<file path="config.mk">
export PLATFORM = sky130hd
export DESIGN_NAME = reaction_seq_ctrl
export DESIGN_NICKNAME = d
export VERILOG_FILES = /design/src/rtl/reaction_pkg.sv /design/src/rtl/reaction_seq_ctrl_tick_gen.sv /design/src/rtl/reaction_seq_ctrl.sv
export SDC_FILE = /design/constraint.sdc
export NUM_CORES = 1
export LEC_CHECK = 0
export BUFFER_PORTS_ARGS = -buffer_cell sky130_fd_sc_hd__buf_2
export CAP_MARGIN = 20
export CORE_ASPECT_RATIO = 0.8
export CORE_UTILIZATION = 62
export CTS_CLUSTER_SIZE = 24
export DETAILED_ROUTE_END_ITERATION = 16
export PLACE_DENSITY_LB_ADDON = 0.2
export RECOVER_POWER = 25
export SYNTH_ARGS = -nofsm -noshare
export SYNTH_HDL_FRONTEND = slang
export SYNTH_HIERARCHICAL = 1
export SYNTH_SLANG_ARGS = --single-unit
export TNS_END_PERCENT = 20
</file>
<file path="constraint.sdc">
create_clock -name clk -period 3.9 [get_ports clk]
set_clock_uncertainty 0.2 [all_clocks]
set_input_delay 0.585 -clock clk [delete_from_list [all_inputs] [get_ports clk]]
set_output_delay 0.585 -clock clk [all_outputs]
set_load 0.02 [all_outputs]
</file>
<file path="src/rtl/reaction_pkg.sv">
// reaction_pkg: shared constants and types for the reaction-time trial controller.
//   - LED color codes (bit0 = R, bit1 = G, bit2 = B) and brightness levels
//   - FSM state encoding
//   - LED output bundle and the per-state LED lookup
package reaction_pkg;

    localparam logic [2:0] BLACK = 3'b000;
    localparam logic [2:0] RED   = 3'b001;
    localparam logic [2:0] GREEN = 3'b010;
    localparam logic [2:0] BLUE  = 3'b100;
    localparam logic [2:0] WHITE = 3'b111;

    localparam logic FULL = 1'b1;
    localparam logic SEMI = 1'b0;

    localparam logic [15:0] LFSR_SEED = 16'hACE1;

    typedef enum logic [2:0] {
        StIdle,
        StArm,
        StGo,
        StDone,
        StFoul,
        StTout
    } state_t;

    typedef struct packed {
        logic [2:0] color1;
        logic       bright1;
        logic [2:0] color2;
        logic       bright2;
    } led_t;

    // LED pattern shown in each state; blink_on selects the lit phase in StFoul.
    function automatic led_t led_of(input state_t st, input logic blink_on);
        led_t l;
        l = '{color1: BLACK, bright1: FULL, color2: WHITE, bright2: SEMI};
        unique case (st)
            StIdle: l = '{color1: BLACK, bright1: FULL, color2: WHITE, bright2: SEMI};
            StArm:  l = '{color1: RED,   bright1: SEMI, color2: BLACK, bright2: FULL};
            StGo:   l = '{color1: GREEN, bright1: FULL, color2: GREEN, bright2: FULL};
            StDone: l = '{color1: BLUE,  bright1: FULL, color2: BLUE,  bright2: SEMI};
            StFoul: l = '{color1: blink_on ? RED : BLACK, bright1: FULL,
                          color2: RED, bright2: FULL};
            StTout: l = '{color1: WHITE, bright1: SEMI, color2: WHITE, bright2: SEMI};
            default: l = '{color1: BLACK, bright1: FULL, color2: WHITE, bright2: SEMI};
        endcase
        return l;
    endfunction

endpackage

</file>
<file path="src/rtl/reaction_seq_ctrl_tick_gen.sv">
// tick_gen: millisecond tick prescaler.
//   clk   in  system clock
//   rstn  in  asynchronous active-low reset
//   clr   in  synchronous clear; restarts the tick period from the next cycle
//   tick  out one-cycle strobe, TICK_DIV clocks after the last clear
module tick_gen #(
    parameter int unsigned TICK_DIV = 100000
) (
    input  logic clk,
    input  logic rstn,
    input  logic clr,
    output logic tick
);

    localparam int unsigned CW = (TICK_DIV > 1) ? $clog2(TICK_DIV) : 1;
    localparam logic [CW-1:0] LAST = CW'(TICK_DIV - 1);

    logic [CW-1:0] presc;

    always_ff @(posedge clk or negedge rstn) begin
        if (!rstn) begin
            presc <= '0;
        end else if (clr || presc == LAST) begin
            presc <= '0;
        end else begin
            presc <= presc + CW'(1);
        end
    end

    // A clear in the same cycle wins, so no stale tick leaks into a fresh period.
    assign tick = !clr && (presc == LAST);

endmodule

</file>
<file path="src/rtl/reaction_seq_ctrl.sv">
// reaction_seq_ctrl: reaction-time trial sequencer.
//   clk           in   system clock
//   rstn          in   asynchronous active-low reset
//   start         in   one-cycle pulse, begins a trial (ignored while busy)
//   hit           in   one-cycle debounced button pulse
//   color1/2      out  LED color codes (bit0 R, bit1 G, bit2 B)
//   bright1/2     out  LED brightness (1 full, 0 semi)
//   result_ms     out  last reaction time in ticks, saturating at TIMEOUT_MS
//   result_valid  out  one-cycle pulse when result_ms is written
//   busy          out  high in ARM and GO
// A trial waits MIN_WAIT_MS plus a pseudo-random number of ticks (ARM), then
// counts ticks until hit (GO). Hit during ARM is a foul.
module reaction_seq_ctrl
    import reaction_pkg::*;
#(
    parameter int unsigned TICK_DIV    = 100000,
    parameter int unsigned MIN_WAIT_MS = 1000,
    parameter int unsigned TIMEOUT_MS  = 9999,
    parameter int unsigned BLINK_MS    = 250
) (
    input  logic        clk,
    input  logic        rstn,
    input  logic        start,
    input  logic        hit,
    output logic [2:0]  color1,
    output logic        bright1,
    output logic [2:0]  color2,
    output logic        bright2,
    output logic [13:0] result_ms,
    output logic        result_valid,
    output logic        busy
);

    localparam logic [15:0] TIMEOUT = 16'(TIMEOUT_MS);
    localparam logic [15:0] BLINK   = 16'(BLINK_MS);
    localparam logic [15:0] MIN_DLY = 16'(MIN_WAIT_MS);

    state_t      state;
    logic [15:0] lfsr;
    logic [15:0] cnt;
    logic [15:0] delay;
    logic        blink_on;
    led_t        led_q;

    logic        tick;
    logic        tick_clr;
    logic [15:0] cnt_inc;
    logic [15:0] cnt_now;
    logic [15:0] hit_result;

    // Taps 16,14,13,11; a nonzero seed keeps this maximal-length sequence off zero.
    always_ff @(posedge clk or negedge rstn) begin
        if (!rstn) begin
            lfsr <= LFSR_SEED;
        end else begin
            lfsr <= {lfsr[14:0], lfsr[15] ^ lfsr[13] ^ lfsr[12] ^ lfsr[10]};
        end
    end

    always_comb begin
        tick_clr   = 1'b0;
        if (start && (state inside {StIdle, StDone, StFoul, StTout})) begin
            tick_clr = 1'b1;
        end
        // Restart the prescaler on a foul so the blink phase is aligned to entry.
        if (state == StArm && hit) begin
            tick_clr = 1'b1;
        end
        cnt_inc    = cnt + 16'd1;
        // A hit on a tick cycle is credited with that tick.
        cnt_now    = tick ? cnt_inc : cnt;
        hit_result = (cnt_now >= TIMEOUT) ? TIMEOUT : cnt_now;
    end

    tick_gen #(
        .TICK_DIV (TICK_DIV)
    ) u_tick_gen (
        .clk  (clk),
        .rstn (rstn),
        .clr  (tick_clr),
        .tick (tick)
    );

    always_ff @(posedge clk or negedge rstn) begin
        if (!rstn) begin
            state        <= StIdle;
            cnt          <= '0;
            delay        <= '0;
            blink_on     <= 1'b1;
            result_ms    <= '0;
            result_valid <= 1'b0;
            busy         <= 1'b0;
            led_q        <= led_of(StIdle, 1'b1);
        end else begin
            result_valid <= 1'b0;
            unique case (state)
                StIdle, StDone, StFoul, StTout: begin
                    if (start) begin
                        state <= StArm;
                        cnt   <= '0;
                        delay <= MIN_DLY + {5'd0, lfsr[10:0]};
                        busy  <= 1'b1;
                        led_q <= led_of(StArm, 1'b1);
                    end else if (state == StFoul && tick) begin
                        if (cnt_inc >= BLINK) begin
                            cnt      <= '0;
                            blink_on <= ~blink_on;
                            led_q    <= led_of(StFoul, ~blink_on);
                        end else begin
                            cnt <= cnt_inc;
                        end
                    end
                end
                StArm: begin
                    if (hit) begin
                        state    <= StFoul;
                        cnt      <= '0;
                        blink_on <= 1'b1;
                        busy     <= 1'b0;
                        led_q    <= led_of(StFoul, 1'b1);
                    end else if (tick) begin
                        if (cnt_inc >= delay) begin
                            state <= StGo;
                            cnt   <= '0;
                            led_q <= led_of(StGo, 1'b1);
                        end else begin
                            cnt <= cnt_inc;
                        end
                    end
                end
                StGo: begin
                    if (hit) begin
                        state        <= StDone;
                        result_ms    <= 14'(hit_result);
                        result_valid <= 1'b1;
                        busy         <= 1'b0;
                        led_q        <= led_of(StDone, 1'b1);
                    end else if (tick) begin
                        if (cnt_inc >= TIMEOUT) begin
                            state        <= StTout;
                            result_ms    <= 14'(TIMEOUT);
                            result_valid <= 1'b1;
                            busy         <= 1'b0;
                            led_q        <= led_of(StTout, 1'b1);
                        end else begin
                            cnt <= cnt_inc;
                        end
                    end
                end
                default: begin
                    state <= StIdle;
                    cnt   <= '0;
                    busy  <= 1'b0;
                    led_q <= led_of(StIdle, 1'b1);
                end
            endcase
        end
    end

    assign color1  = led_q.color1;
    assign bright1 = led_q.bright1;
    assign color2  = led_q.color2;
    assign bright2 = led_q.bright2;

endmodule

</file>
==> impl_metrics.tcl <==
set metrics [dict create \
    stdcell_count 740 \
    cts.sinks 89 \
    cp.arrival_ps 3810 \
    grt_pass1_wl_um 21500 \
    seqCellArea_um2 2240 \
    first_pass_iters 5 \
    rsz0062_at_grt "no" \
    synth_area_um2 5500 \
    layout.nets 643 \
    synth_edf_count 0 \
    hold_start "lfsr[14]" \
    worst-path-max-fanout 12 \
    ys_seq_elements 89 \
    reg2reg_from "u_tick_gen/presc[12]" \
    routed_via_density 6.38 \
    drtAntennaViolNets 0 \
    cts_tree "built" \
    syn2layout_area_growth_pct 9.83 \
    yosys.area_share.simple_pct 20.1 \
    crit_path_end_kind "register" \
    syn_nets 609 \
    synthAdderAreaFrac_pct 3.64 \
    failed_checks "max-capacitance violations, max-slew violations" \
    synth.avg_cell_area_um2 9.33 \
    r2r_cells 10 \
    dpl.hpwl_um 9350 \
    initial_core_util_pct 64.2 \
    critPathRequiredTime_ps 3970 \
    dpl_cell_area_um2 5800 \
    hold_buffers 0 \
    totalWireLength_um 12900 \
    drive_gt1_share_pct 20.7 \
    synth_compound_area_share_pct 18.7 \
    drv_slew 67 \
    hold_viol_final 0 \
    p_leak_nw 2.71 \
    fin_crit_sh_pct 96.0 \
    grt_pass1_vias 4418 \
    dp.cells 720 \
    hold-path-endpoint "lfsr[15]" \
    reg2reg_slack_ps 160 \
    relSlewSlack_pct -10.6 \
    hold_depth 0 \
    cp-start-kind "register" \
    tightestPinTransition_ps 1660 \
    p_per_area_nw_per_um2 557 \
    grtUsageTotal_pct 30.1 \
    critPathKind "register to register" \
    nFillCells 654 \
    post-route-min-period_ps 3740 \
    drc 0 \
    mostFrequentLayoutCells "75 x dfrtp_1, 50 x nand2_1, 49 x nor2_1, 36 x o21ai_0, 36 x buf_4" \
    syn_inst 589 \
    row_count 30 \
    layout.cells.most_common "dfrtp_1" \
    vias 4718 \
    insertion_delay_ps 380 \
    numCtsBuffers 9 \
    synthArstFlopShare_pct 100 \
    avgRoutedWirePerCell_um 17.5 \
    setup-tns-final_ps 0 \
    timing.rr.end "result_ms[10]" \
    synth.yosys.seq_area_share_pct 40.8 \
    die_h_um 86.2 \
    cts-htree-levels 3 \
    fmax_mhz 267 \
    fin_area_um2 6040 \
    die_area_um2 9250 \
    max-clock-path-buffers 2 \
    die_w_um 107 \
    antenna_found_initial 0 \
    setup_viol 0 \
    ios 28 \
    core_um2 8560 \
    drt_iter0_drc 421 \
    grt_max_degree 67 \
    ys_types 73 \
    diodes 0 \
    cts.reportedPaths.clkPinSlew_ps 90 \
    synth_top_family_by_area "simple AND/OR/NAND/NOR gates" \
    cts-root-buf "clkbuf_8" \
    grt_overflow 0 \
    synthMuxAreaShare_pct 3.50 \
    portBuffers 27 \
    synth_warnings 6 \
    synth_xor_area_share_pct 7.01 \
    min-delay-path-class "register to register" \
    multi_input_area_um2 2940 \
    power_w 0.00336 \
    routabilityCongestion 0.916 \
    outcome "finished, violations left" \
    ys.flop_type "dfrtp_1" \
    cap_violations 1 \
    ir_worst_vdd_mv 0.389 \
]
## Yosys cell counts, types with 9 or more instances
cell / n / area (µm²)
nand2_1: 50 / 188
clkbuf_1: 19 / 71.3
buf_2: 10 / 50.1
xor2_1: 16 / 140
nand3_1: 20 / 100
xnor2_1: 28 / 245
a21oi_1: 27 / 135
nor3_1: 9 / 45.0
o211ai_1: 9 / 67.6
ha_1: 16 / 200
dfstp_2: 13 / 342
nand2b_1: 9 / 56.3
dfrtp_1: 76 / 1900
nor2_1: 50 / 188
inv_1: 32 / 120
o21ai_0: 36 / 180
nand4_1: 12 / 75.1
## repair_timing
| item | CTS | global route |
|---|---|---|
| endpoints found under the setup margin | 2 | 35 |
| resized for setup | 1 | 6 |
| pin swaps | 0 | 1 |
| buffers inserted | 0 | 4 |
## state kept, by name (all words and copies together), names as in the netlist
| register | count |
|---|---|
| result_ms | 14 |
| blink_on | 1 |
| delay | 12 |
| u_tick_gen/presc | 17 |
| color2 | 3 |
| bright2 | 1 |
| busy | 1 |
| bright1 | 1 |
| result_valid | 1 |
| color1 | 3 |
| state | 3 |
| lfsr | 16 |
| cnt | 16 |
## how the worst max path moves through the flow
stage          depth (start not counted)                 start            end  slack (ps)
2_1_floorplan                         11  u_tick_gen/presc[12]  result_ms[11]         480
5_1_grt                               12  u_tick_gen/presc[12]  result_ms[11]          20
3_5_place_dp                          12                cnt[0]      color1[1]          40
3_3_place_gp                          11  u_tick_gen/presc[12]   result_ms[3]         170
4_1_cts                                9  u_tick_gen/presc[12]  result_ms[10]          60
6_report                              10  u_tick_gen/presc[12]  result_ms[10]         160
## layout make-up
type / instances / share of cell area (%)
clock inverters: 6 / 0.829
repair buffers: 63 / 6.71
flip-flops and latches: 89 / 37.2
inverters: 32 / 1.99
well taps: 112 / 2.32
clock buffers: 10 / 2.28
multi-input cells: 428 / 48.7
## where the power goes
part	total [W]	internal, W	switching (W)
clock network	0.000613	0.000258	0.000356
registers	0.00129	0.00111	0.000173
logic	0.00146	0.000585	0.000880
## kinds of logic (layout without fill, tap and decap cells)
logic type	Yosys count	count (layout)
AOI/OAI and AO/OA	145	145
xor gates and xnor gates	44	44
adders and majority gates	16	16
buffers and inverters	72	111
DFF	89	89
muxes	15	15
and+or+nand+nor	208	208
## critical path, cell delays in order, from the launching register on
cell	delay [ps]
dfrtp_1	440
or4b_1	520
or4_1	480
nor2_4	230
buf_4	150
inv_1	110
o311a_1	390
a2111oi_2	550
o41ai_2	170
buf_4	200
o22a_1	180
## metrics by stage
stage,utilization (%),worst slack [ps],hold WS (ps)
floorplan,-,479,89.4
CTS,69.9,58.0,131
finish,70.6,157,159
global route,70.6,19.0,178
detailed placement,67.7,36.3,140
global placement,67.7,172,135
## routing by layer
| metal | part of all wire (%) | routed length [µm] | vias to the layer above | track usage [%] |
|---|---|---|---|---|
| li1 | - | - | 2170 | - |
| met1 | 45 | 5790 | 2293 | 40.7 |
| met2 | 45 | 5870 | 216 | 47.7 |
| met3 | 7.5 | 967 | 39 | 7.07 |
| met4 | 2.4 | 313 | 0 | 11.0 |
| met5 | 0 | 0 | - | 0 |
Note: power is estimated with default switching activity, not from simulation.
